===== config.mk =====
export PLATFORM = sky130hd
export DESIGN_NAME = router_fsm_ctrl
export DESIGN_NICKNAME = d
export VERILOG_FILES = /design/src/rtl/router_fsm_ctrl.sv
export SDC_FILE = /design/constraint.sdc
export NUM_CORES = 1
export LEC_CHECK = 0
export ABC_AREA = 1
export BUFFER_PORTS_ARGS = -buffer_cell sky130_fd_sc_hd__buf_4
export CAP_MARGIN = 10
export CORE_AREA = 10 10 47 49
export CTS_BUF_LIST = sky130_fd_sc_hd__clkbuf_4
export DETAILED_ROUTE_END_ITERATION = 10
export DIE_AREA = 0 0 57 59
export PLACE_DENSITY_LB_ADDON = 0.3
export SYNTH_ARGS = -nofsm -noshare
export SYNTH_HDL_FRONTEND = slang
export SYNTH_SLANG_ARGS = --single-unit

===== constraint.sdc =====
create_clock -name clock -period 2.15 [get_ports clock]
set_clock_uncertainty 0.2 [all_clocks]
set_input_delay 0.43 -clock clock [delete_from_list [all_inputs] [get_ports clock]]
set_output_delay 0.43 -clock clock [all_outputs]
set_load 0.005 [all_outputs]

===== src/rtl/router_fsm_ctrl.sv =====
// router_fsm_ctrl: control FSM for the three-output packet router.
// Decodes the header address, sequences header/payload/parity writes into
// the selected FIFO, stalls on FIFO-full and triggers the parity check.
// Ports:
//   clock, resetn (sync, active-low)
//   pkt_valid, parity_done, soft_reset_0..2, fifo_full, low_pkt_valid,
//   fifo_empty_0..2, data_in[1:0]       : status inputs
//   busy, detect_add, ld_state, laf_state, full_state, write_enb_reg,
//   rst_int_reg, lfd_state             : Moore strobes decoded from state
module router_fsm_ctrl (
    input  logic       clock,
    input  logic       resetn,
    input  logic       pkt_valid,
    input  logic       parity_done,
    input  logic       soft_reset_0,
    input  logic       soft_reset_1,
    input  logic       soft_reset_2,
    input  logic       fifo_full,
    input  logic       low_pkt_valid,
    input  logic       fifo_empty_0,
    input  logic       fifo_empty_1,
    input  logic       fifo_empty_2,
    input  logic [1:0] data_in,
    output logic       busy,
    output logic       detect_add,
    output logic       ld_state,
    output logic       laf_state,
    output logic       full_state,
    output logic       write_enb_reg,
    output logic       rst_int_reg,
    output logic       lfd_state
);
    typedef enum logic [2:0] {DA, LFD, LD, LP, FFS, LAF, WTE, CPE} state_t;

    state_t     r_state;
    logic [1:0] r_addr;
    logic       w_soft;
    logic       w_empty_live;
    logic       w_empty_lat;

    assign w_soft = soft_reset_0 | soft_reset_1 | soft_reset_2;
    // address 3 maps to "not empty"; DA separately refuses it
    assign w_empty_live = (data_in == 2'd0) ? fifo_empty_0 :
                          (data_in == 2'd1) ? fifo_empty_1 :
                          (data_in == 2'd2) ? fifo_empty_2 : 1'b0;
    assign w_empty_lat  = (r_addr == 2'd0) ? fifo_empty_0 :
                          (r_addr == 2'd1) ? fifo_empty_1 :
                          (r_addr == 2'd2) ? fifo_empty_2 : 1'b0;

    always_ff @(posedge clock) begin
        if (!resetn) begin
            r_state <= DA;
            r_addr  <= 2'd0;
        end else begin
            if (r_state == DA && pkt_valid)
                r_addr <= data_in;
            if (w_soft)
                r_state <= DA;
            else
                case (r_state)
                    DA:      r_state <= (pkt_valid && data_in != 2'd3) ? (w_empty_live ? LFD : WTE) : DA;
                    LFD:     r_state <= LD;
                    LD:      r_state <= fifo_full ? FFS : (!pkt_valid ? LP : LD);
                    FFS:     r_state <= fifo_full ? FFS : LAF;
                    LAF:     r_state <= parity_done ? DA : (low_pkt_valid ? LP : LD);
                    LP:      r_state <= CPE;
                    CPE:     r_state <= fifo_full ? FFS : DA;
                    WTE:     r_state <= w_empty_lat ? LFD : WTE;
                    default: r_state <= DA;
                endcase
        end
    end

    assign detect_add    = (r_state == DA);
    assign lfd_state     = (r_state == LFD);
    assign ld_state      = (r_state == LD);
    assign laf_state     = (r_state == LAF);
    assign full_state    = (r_state == FFS);
    assign rst_int_reg   = (r_state == CPE);
    assign write_enb_reg = (r_state == LD) | (r_state == LP) | (r_state == LAF);
    assign busy          = !((r_state == DA) | (r_state == LD));
endmodule


==> impl_metrics.yaml <==
outcome:
  status: "complete, no violations"
cts:
  cts_root_buffer: "clkbuf_4"
  postCtsSetupRepairBufs: 0
  clk_latency_ps: 230
  cts_max_level: 1
  hold_buffers: 0
  numCtsBuffers: 3
  cts_sinks: 5
  cts.repair.resized: 0
  clk_pin_slew_ps: 40
  cts_tree: "yes"
  cts.path.max_buffers: 2
worst_setup_path:
  r2r-start: "r_state[0]"
  critPathMaxFanout: 10
  critical_path.slowest_cell: "dfxtp_1"
  reg2reg_slack_ps: 780
  critical_path_buf_inv_count: 1
  worstPathArrival_ps: 1170
  required_ps: 1520
  r2r.worst_path.cells: 7
  r2r-end: "r_state[2]"
  worst_setup_path_start_kind: "flip-flop"
  max_stage_delay_ps: 510
  critPathKind: "flip-flop to output port"
  critPathTopFamily: "flip-flops"
  end_kind: "output port"
  cp_cell_sequence: "nand3_1 > o211ai_1 > buf_4"
placed_design:
  place_hpwl_um: 1090
  placement.io_buffers: 21
  placed_cell_area_um2: 631
  gp_congestion: 0.835
detailed_routing:
  viasPerCell: 4.50
  first_pass_iters: 4
  drt_drc_violations_left: 0
  wl_um: 1190
  drtIter0Drc: 8
  num_vias: 576
  wire_per_inst_um: 9.32
  detail-route-antenna-nets: 0
min_path:
  hold_path_class: "input pin to flip-flop"
  hp-start: "resetn"
  holdPathStages: 3
  hold_path_end: "r_addr[0]"
power:
  pwr-share-comb_pct: 21.0
  ir_drop_v: 0.000337
  cellLeakagePower_nw: 0.440
  switching_share_pct: 24.3
  p_sw_mw: 0.0672
  pwr-share-seq_pct: 36.0
  power.clock.fraction_pct: 43.0
  intPower_mw: 0.209
  pwr_density_cell_nw_per_um2: 418
  p_total_mw: 0.276
sta:
  setup_viol: 0
  fmax_mhz: 555
  tightest_slew_ps: 512
  hold_viol: 0
  maxSlewHeadroom_pct: 65.6
  period_minus_slack_ps: 1800
  final_min_period_over_clock_period_pct: 83.9
  maxSlewViolCount: 0
  rsz0062_at_grt: "false"
  tns_ps: 0
global_route:
  grt_pass1_vias: 557
  overflow: 0
  antenna_found_initial: 0
  globalRouteTotalUtil_pct: 7.50
  grt_pass1_wl_um: 2140
  grt_max_degree: 11
logic_synthesis:
  avgSynthCellArea_um2: 5.27
  netlist-cell-type-count: 14
  synth_compound_area_share_pct: 7.01
  synthMuxAreaShare_pct: 0
  yosysSeqAreaShare_pct: 21.6
  synth_simple_gate_area_share_pct: 53.6
  syn_nets: 102
  synth_top_family_by_area: "simple AND/OR/NAND/NOR gates"
  postSynthCellCount: 88
  synth-seq-cells: 5
  synthAdderAreaFrac_pct: 0
  ys_warn_count: 0
  synth_xor_xnor_area_share_pct: 0
  syn_area_um2: 464
die:
  rows: 14
  start_util_pct: 33.1
  ioPinCount: 22
  die_area_um2: 3360
  die_x_um: 57
  die_h_um: 59
  core_area_um2: 1400
layout:
  drive_above_1_share_pct: 26.8
  final_cell_mix: "nand2_1 (30), buf_4 (21), inv_1 (18)"
  nets: 127
  utilization_pct: 47.1
  fillCellCount: 156
  fin_area_um2: 661
  diodes: 0
  final_common_cell: "nand2_1"
  syn_to_final_growth_pct: 42.3
run:
  drv_cap: 0
per-layer routing:
metal  part of all wire (%)  track usage (%)  up-vias  wire [um]
li1                       -                -      315          -
met1                     45             8.14      241        532
met2                     48             12.7       20        577
met3                    7.0             2.36        0         84
met4                      0             4.03        0          0
met5                      0                0        -          0
kinds of logic (layout without fill, tap and decap cells):
family / Yosys count / after routing
buf+inv: 20 / 44
flops: 5 / 5
simple gates: 57 / 57
compound gates: 6 / 6
how the worst max path moves through the flow:
stage	slack [ps]	endpoint	startpoint	depth (start not counted)
global route	230	write_enb_reg	r_state[2]	4
finish	350	write_enb_reg	r_state[1]	3
CTS	330	write_enb_reg	r_state[1]	3
global placement	620	write_enb_reg	r_state[1]	3
detailed placement	590	write_enb_reg	r_state[1]	3
floorplan	800	write_enb_reg	r_state[0]	3
worst register-to-register path, delay by kind of cell, from the launching register on:
family | cells | cell delay [ps]
AO/OA/AOI/OAI | 1 | 140
flip-flops | 1 | 430
buffers and inverters | 1 | 30
AND/OR/NAND/NOR | 5 | 460
Yosys cell counts, drive strengths merged:
cell | count | area share, %
nand2 | 30 | 24
o21ai | 2 | 2.2
nand3b | 1 | 1.6
buf | 1 | 2.4
a21oi | 3 | 3.2
nand3 | 13 | 15
nor2 | 12 | 11
nor4 | 1 | 1.3
dfxtp | 5 | 22
inv | 19 | 15
o211ai | 1 | 1.6
state kept, by name (all words and copies together) (netlist names):
| name | count |
|---|---|
| r_state | 3 |
| r_addr | 2 |
cell type report:
class | count | area (um^2) | area share [%]
clock buffer | 4 | 30.0 | 4.55
inverter | 19 | 71.3 | 10.8
multi-input combinational | 63 | 282 | 42.6
sequential | 5 | 100 | 15.2
tap | 16 | 20.0 | 3.03
timing repair buffer | 21 | 158 | 23.9
power by group through the flow:
| stage | combinational, mW | clock, mW | sequential [mW] |
|---|---|---|---|
| 4_1_cts | 0.0587 | 0.122 | 0.0993 |
| 2_1_floorplan | 0.0302 | 0 | 0.0998 |
| 3_3_place_gp | 0.0578 | 0 | 0.101 |
| 3_5_place_dp | 0.0585 | 0 | 0.101 |
| 5_1_grt | 0.0672 | 0.131 | 0.0998 |
| 6_report | 0.0580 | 0.119 | 0.0994 |
through the flow:
step                worst slack, ps  instances  hold WS [ps]
finish                          347        128           256
detailed placement              587        124           275
CTS                             334        128           254
floorplan                       802         88           244
global placement                620        124           273
global route                    229        128           259
Note: power is estimated with default switching activity, not from simulation.
